===== config.mk =====
export PLATFORM = sky130hd
export DESIGN_NAME = demux4x1_buf
export DESIGN_NICKNAME = d
export VERILOG_FILES = /design/src/rtl/demux4x1_buf.sv
export SDC_FILE = /design/constraint.sdc
export NUM_CORES = 1
export LEC_CHECK = 0
export CAP_MARGIN = 30
export CORE_MARGIN = 4
export CORE_UTILIZATION = 45
export CTS_BUF_LIST = sky130_fd_sc_hd__clkbuf_16
export DETAILED_ROUTE_END_ITERATION = 10
export PLACE_DENSITY = 0.8
export SLEW_MARGIN = 20
export SYNTH_ARGS = -nofsm -noshare
export SYNTH_HDL_FRONTEND = slang
export SYNTH_SLANG_ARGS = --single-unit
export TNS_END_PERCENT = 1

===== constraint.sdc =====
create_clock -name clk -period 7.9 [get_ports clk]
set_input_delay 1.185 -clock clk [delete_from_list [all_inputs] [get_ports clk]]
set_output_delay 1.185 -clock clk [all_outputs]
set_load 0.05 [all_outputs]

===== src/rtl/demux4x1_buf.sv =====
// rtl/demux4x1_buf.sv - 1-to-4 stream demux with a small FIFO per output channel
module demux4x1_buf #(
  parameter int DATA_WIDTH = 32,
  parameter int DEPTH      = 2
) (
  input  logic                  clk,
  input  logic                  rst,
  input  logic                  in_valid,
  output logic                  in_ready,
  input  logic [1:0]            in_sel,
  input  logic [DATA_WIDTH-1:0] in_data,
  output logic [3:0]            out_valid,
  input  logic [3:0]            out_ready,
  output logic [DATA_WIDTH-1:0] out_data_0,
  output logic [DATA_WIDTH-1:0] out_data_1,
  output logic [DATA_WIDTH-1:0] out_data_2,
  output logic [DATA_WIDTH-1:0] out_data_3,
  output logic [2:0]            count_0,
  output logic [2:0]            count_1,
  output logic [2:0]            count_2,
  output logic [2:0]            count_3
);

  localparam int         PTR_W = $clog2(DEPTH);
  localparam logic [2:0] FULL  = 3'(DEPTH);

  logic [DATA_WIDTH-1:0] r_mem [4][DEPTH];
  logic [PTR_W-1:0]      r_wptr [4];
  logic [PTR_W-1:0]      r_rptr [4];
  logic [2:0]            r_count [4];

  logic [3:0] w_full;
  logic [3:0] w_pop;
  logic [3:0] w_push_ch;
  logic       w_push;

  always_comb begin
    for (int c = 0; c < 4; c++) begin
      w_full[c]    = (r_count[c] == FULL);
      out_valid[c] = (r_count[c] != 3'd0);
      w_pop[c]     = out_valid[c] & out_ready[c];
    end
  end

  // A full channel still accepts a word when its head leaves in the same cycle.
  assign in_ready = ~w_full[in_sel] | w_pop[in_sel];
  assign w_push   = in_valid & in_ready;

  always_comb begin
    for (int c = 0; c < 4; c++) begin
      w_push_ch[c] = w_push & (in_sel == 2'(c));
    end
  end

  always_ff @(posedge clk) begin
    for (int c = 0; c < 4; c++) begin
      if (rst) begin
        r_wptr[c]  <= '0;
        r_rptr[c]  <= '0;
        r_count[c] <= 3'd0;
      end else begin
        if (w_push_ch[c]) begin
          r_mem[c][r_wptr[c]] <= in_data;
          r_wptr[c]           <= r_wptr[c] + PTR_W'(1);
        end
        if (w_pop[c]) begin
          r_rptr[c] <= r_rptr[c] + PTR_W'(1);
        end
        case ({w_push_ch[c], w_pop[c]})
          2'b10:   r_count[c] <= r_count[c] + 3'd1;
          2'b01:   r_count[c] <= r_count[c] - 3'd1;
          default: r_count[c] <= r_count[c];
        endcase
      end
    end
  end

  assign out_data_0 = r_mem[0][r_rptr[0]];
  assign out_data_1 = r_mem[1][r_rptr[1]];
  assign out_data_2 = r_mem[2][r_rptr[2]];
  assign out_data_3 = r_mem[3][r_rptr[3]];

  assign count_0 = r_count[0];
  assign count_1 = r_count[1];
  assign count_2 = r_count[2];
  assign count_3 = r_count[3];

endmodule

==> summary.txt, run 1 <==
Timing
  • WHS: around 0.63 ns
  • RSZ-0062 raised after global routing: false
  • Final period util: 61.7%
  • Setup tns final: 0 ns
  • Max transition margin: approximately two fifths
  • Final hold vios: 0
  • Fmax: 0.205 GHz
  • Final min period: 4.87 ns
  • Slew @ Worst Pin: 0.900 ns
  • Final slew viol count: 0
  • Clk_skew: a little under 0.006 ns
  • Setup violators final: 0

Final layout
  • Ant diodes: 0
  • Layout Nets: about 840
  • Layout cell share with drive strength beyond 1: 24.8%
  • Core Util, Final: 59.5%
  • Area delta synth->final: 29.4%

Placed design
  • Port Buffers: around 190
  • Final Wtd Congestion: between 0.7 and 0.8
  • Placed wire-length estimate: between 10000 and 15000 um

Logic synthesis
  • Synth area leaders: edfxtp_1, mux2_2, ha_1, a21oi_1, clkbuf_1
  • Distinct cells, synth: 39
  • Post-synthesis cell area: between 10000 and 15000 um^2
  • Most numerous cell in the Yosys netlist: edfxtp_1
  • Area leader, netlist: edfxtp_1
  • Syn Nets: 635
  • Commonest cells in the netlist: edfxtp_1, mux2_2, clkbuf_1, ha_1, a21oi_1
  • Syn Inst Count: between 500 and 600
  • Synth Register Bits: approximately 280
  • Synth top area share: 76.3%
  • Top FF cell, synth: edfxtp_1
  • Sequential-to-total area share from yosys stat: between 70% and 80%
  • Synth Area per Inst: 19.0 um^2
  • Number of flops mapped to enable cells by yosys: 276
  • FFs w/ async S/R, synth: 0%
  • Yosys Warn Count: 0

Drt
  • Antenna Violating Nets Remaining: 0
  • Residual DRC: 0
  • DR iter-0 viols: ~340
  • Drt pass-1 iters: 5
  • Vias/cell: just over 5
  • Drt wl/cell: between 20 and 25 um
  • Total Routed Length: 22400 um
  • Vias: 5620

CTS
  • CTS Sinks: 276
  • Post-CTS Hold Fix Bufs: 0
  • CTS Buffer Depth: 3
  • Clock transition at path regs: 0.06 ns
  • H-tree levels: 1
  • PostCTS Resize Cnt: 0
  • Root Driver: clkbuf_16
  • Setup Buffers After CTS: 0
  • CTS Buf Count: 27
  • Clk_lat worst skew: 0.52 ns
  • CTS tree: done

Critical path
  • CP endpoint kind: primary output
  • CP Class: in -> out
  • Cell mode on critical path: clkdlybuf4s50_1
  • Critical path cell sequence: clkdlybuf4s50_1 -> nor2b_1 -> a221o_2 -> nand2_1 -> clkdlybuf4s50_1
  • Worst Setup Start Kind: input pin
  • CP max stage cell: clkdlybuf4s50_1
  • WP data required: 6.71 ns
  • Worst EP arrival: 3.69 ns
  • CP max stage delay: 0.81 ns
  • Critical-path maximum fanout: 22

Global route
  • Met1 usage: 22.4%
  • GR Util met2: 28.5%
  • Pin count of the biggest net entering global routing: 34
  • First-pass GRT wire length: 34200 um
  • M3 GR Usage: 3.48%
  • All-Layer GR Usage: 16.7%
  • Gr busiest metal: met2
  • Vias in the first global route: 6027
  • GR Overflow Total: 0
  • Initial antenna violation count: 0

Floorplanning
  • Core Box Area: 23600 um^2
  • Die H: between 150 and 200 um
  • Boundary pin count: 186
  • Die X: about 160 um
  • Row cnt: 56
  • Full die area: 26700 um^2
  • Initial Util: about 46%

Power and ir drop
  • PD cells: 245 nW/um^2
  • Pleak: 0.00471 uW
  • Power, Total: 3450 uW
  • Peak supply drop: 0.000137 V

Outcome
  • Status: finished, final reports clean

Run
  • Max-cap viol count: 0

Hold path
  • HP Class: reg -> reg
## worst max-delay path: cells and delay by family
kind / cells / cell delay, ns
buf+inv: 2 / 1.48
simple gates: 2 / 0.33
compound gates: 1 / 0.67
## sequential cells by signal, indices dropped and copies added, names as in the netlist
signal,flops
r_mem,256
r_count,12
r_rptr,4
r_wptr,4
## final cells by class
| type | instances | area [um^2] |
|---|---|---|
| clock buffers | 27 | 676 |
| clock inverters | 18 | 154 |
| flip-flops and latches | 276 | 8290 |
| inverters | 13 | 51.3 |
| multi-input cells | 259 | 2490 |
| fillers | 1796 | 9560 |
| well taps | 319 | 399 |
| repair buffers | 200 | 1990 |
## routing by layer
metal  wire [um]  vias up
li1            -     2629
met1        9610     2798
met2       11200      168
met3        1270       25
met4         351        0
met5           0        -
## cell families (layout without fill, tap and decap cells)
group / count (synthesis) / after routing / synth area share (%)
AOI/OAI and AO/OA: 37 / 37 / 2.50
xor gates and xnor gates: 7 / 7 / 0.565
adders and majority gates: 21 / 21 / 2.49
buffers and inverters: 38 / 258 / 1.46
DFF: 276 / 276 / 76.3
muxes: 131 / 131 / 13.5
and+or+nand+nor: 63 / 63 / 3.12
## power breakdown
group	switching, uW	internal (uW)
sequential	25.5	1650
combinational	370	206
clock	489	711
## worst paths after layout
check / cells past startpoint / slack [ns] / from / end
setup reg to reg: 14 / 4.51 / r_count[2][0] / r_count[2][2]
hold / removal: 1 / 0.63 / r_count[3][0] / r_count[3][0]
setup / recovery: 5 / 3.03 / in_sel[1] / in_ready
hold reg to reg: 1 / 0.63 / r_count[3][0] / r_count[3][0]
## stage by stage
stage                     area [um^2]  setup WS, ns  cells
after floorplan                 10900          2.79    573
final                           14100          3.03   1112
after global routing            14100          2.89   1112
after CTS                       14000          3.02   1111
after detailed placement        13200          3.03   1066
after global placement          13200          3.06   1064
## placed cells by master (no fill, tap or decap), types with 3 or more instances in the layout
cell | netlist | routed
mux2i_1 | 3 | 3
buf_4 | 1 | 12
nand2_1 | 10 | 10
o21bai_1 | 4 | 4
clkinv_1 | 0 | 6
ha_1 | 20 | 20
nor3_1 | 12 | 12
nand3_1 | 4 | 4
bufinv_16 | 0 | 3
a21oi_4 | 0 | 4
nor2b_1 | 7 | 7
a22oi_1 | 3 | 3
nor2_1 | 13 | 13
mux2_2 | 128 | 128
xor2_1 | 7 | 7
a21o_1 | 4 | 4
inv_1 | 12 | 18
a21oi_1 | 17 | 13
edfxtp_1 | 276 | 276
clkdlybuf4s50_1 | 0 | 185
nand2b_1 | 5 | 5
a211oi_4 | 0 | 4
clkbuf_16 | 0 | 27
No activity file was read; power rests on OpenSTA's default activity.
==> run 2: changes to the inputs <==
Clock period 7.9 ns to 4.64 ns, I/O delays scaled along.
==> run 2 against run 1 <==
Net effect:
- non-clock buffer count is the same
- critical endpoint unchanged
- utilization is 0.37 points higher
- total power is 74% higher
- register-to-register slack got worse by 3.1 ns
- clock skew rose by 0.0075 ns
- flip-flop and latch count stayed put
- largest power group unchanged
- highest routed layer unchanged
- die area unchanged
==> summary.txt, run 2 (synthesis gave the netlist of run 1 again) <==
Global route
  • Met1 usage: 23.1%
  • First-pass GRT wire length: 35400 um
  • Vias in the first global route: 6156
  • All-Layer GR Usage: 17.3%
  • Gr busiest metal: met2
  • GR Overflow Total: 0
  • Pin count of the biggest net entering global routing: 34
  • Initial antenna violation count: 0
  • M3 GR Usage: 2.95%
  • GR Util met2: 30.1%

CTS
  • CTS Buf Count: 28
  • H-tree levels: 1
  • Clk_lat worst skew: between 0.5 and 0.6 ns
  • CTS Sinks: 276
  • Post-CTS Hold Fix Bufs: 0
  • Clock transition at path regs: 0.06 ns
  • Root Driver: clkbuf_16
  • Setup Buffers After CTS: 0
  • CTS tree: done
  • PostCTS Resize Cnt: 0
  • CTS Buffer Depth: 3

Drt
  • Vias: 5716
  • Total Routed Length: between 20000 and 25000 um
  • Vias/cell: 5.11
  • Antenna Violating Nets Remaining: 0
  • Drt wl/cell: between 20 and 25 um
  • Residual DRC: 0
  • Drt pass-1 iters: 4
  • DR iter-0 viols: 355

Critical path
  • R2R depth: 13
  • Critical path cell sequence: clkdlybuf4s50_1 -> o311a_1 -> nor2_4 -> nand2_1 -> clkdlybuf4s50_1
  • Worst EP arrival: about 3.2 ns
  • Reg2reg end: r_count[2][2]
  • CP Class: in -> out
  • CP max stage delay: 0.73 ns
  • Critical-path maximum fanout: 18
  • CP endpoint kind: primary output
  • CP max stage cell: clkdlybuf4s50_1
  • Worst Setup Start Kind: input pin
  • R2r startpoint: r_count[1][0]
  • FF-to-FF setup slack: between 1 and 1.5 ns
  • WP data required: between 3 and 4 ns
  • Cell mode on critical path: clkdlybuf4s50_1

Final layout
  • Layout Nets: 840
  • Layout cell share with drive strength beyond 1: 25.8%
  • Most frequent cells in the layout: edfxtp_1, clkdlybuf4s50_1, mux2_2
  • Register Area: 8290 um^2
  • Multi-input gate area: 2490 um^2
  • Area delta synth->final: 30.2%
  • FILL cells: 1733
  • Commonest non-fill, non-tap cell in the layout: edfxtp_1
  • Ant diodes: 0
  • Max reg flops: 256
  • Design area: 14100 um^2

Timing
  • Setup tns final: 0 ns
  • Final period util: 83.2%
  • Clk_skew: 0.0133 ns
  • Final hold vios: 0
  • Final slew viol count: 0
  • Fmax: 0.259 GHz
  • RSZ-0062 raised after global routing: false
  • Max transition margin: approximately 37%
  • Slew @ Worst Pin: between 0.9 and 1 ns
  • Final min period: 3.86 ns
  • Setup violators final: 0

Placed design
  • Port Buffers: 185
  • Area after DPL: approximately 13000 um^2
  • Final Wtd Congestion: between 0.7 and 0.8
  • Placed wire-length estimate: 14600 um

Floorplanning
  • Full die area: 26700 um^2
  • Die H: roughly 160 um
  • Initial Util: 46.0%
  • Boundary pin count: 186
  • Die X: 163 um
  • Row cnt: 56
  • Core Box Area: 23600 um^2

Outcome
  • Status: finished, final reports clean

Run
  • Max-cap viol count: 0

Hold path
  • Hold path cells: 1
  • HP Class: reg -> reg
  • Hold wc startpoint: r_count[0][0]
  • Worst hold path endpoint: r_count[0][0]

Power and ir drop
  • Pleak: ~0.0048 uW
  • Peak supply drop: 0.000327 V
  • PD cells: approximately 430 nW/um^2
[run 2: changes by cell type in the layout (fill, tap and decap cells not counted), moves of 2 or more]
cell,before,now
clkinv_2,2,8
buf_12,0,3
buf_6,2,0
clkbuf_16,27,29
inv_1,18,16
[run 2: how the worst max path moves through the flow]
stage | startpoint | to | slack [ns] | cells after the start
2_1_floorplan | r_count[0][0] | r_mem[3][0] | 0.50 | 7
3_3_place_gp | in_sel[1] | r_count[2][2] | 0.81 | 11
3_5_place_dp | in_sel[1] | r_count[2][2] | 0.75 | 11
4_1_cts | in_sel[1] | in_ready | 0.77 | 5
5_1_grt | in_sel[1] | in_ready | 0.70 | 5
6_report | in_sel[1] | in_ready | 0.78 | 5
[run 2: stage by stage]
stage | power, uW | utilization, % | hold slack (ns) | worst slack, ns | std cells
after floorplan | 3540 | - | 0.575 | 0.496 | 573
after global placement | 3890 | 56.0 | 0.639 | 0.809 | 1067
after detailed placement | 3900 | 56.0 | 0.637 | 0.746 | 1067
after CTS | 6080 | 59.9 | 0.650 | 0.772 | 1118
after global routing | 6230 | 59.9 | 0.656 | 0.698 | 1118
final | 6020 | 59.9 | 0.646 | 0.782 | 1118
[run 2: worst max-delay path: cells and delay by family]
kind / cells / cell delay (ns)
compound gates: 1 / 0.46
buf+inv: 2 / 1.31
simple gates: 2 / 0.69
[run 2: metal layers]
metal,up-vias,part of all wire [%]
met5,-,0
met1,2917,42
met4,0,1.4
met2,172,51
li1,2605,-
met3,22,5.5
[run 2: where the power goes]
part           switching [uW]  internal, uW  total, uW
Clock                     883          1290       2180
Sequential               49.8          2800       2850
Combinational             630           357        987
Total                    1560          4450       6020
[run 2: area by class of cell]
| cell class | instances | area share, % |
|---|---|---|
| Clock buffer | 29 | 5.13 |
| Clock inverter | 22 | 1.27 |
| Inverter | 13 | 0.363 |
| Multi-Input combinational cell | 259 | 17.6 |
| Sequential cell | 276 | 58.6 |
| Tap cell | 319 | 2.82 |
| Timing Repair Buffer | 200 | 14.2 |
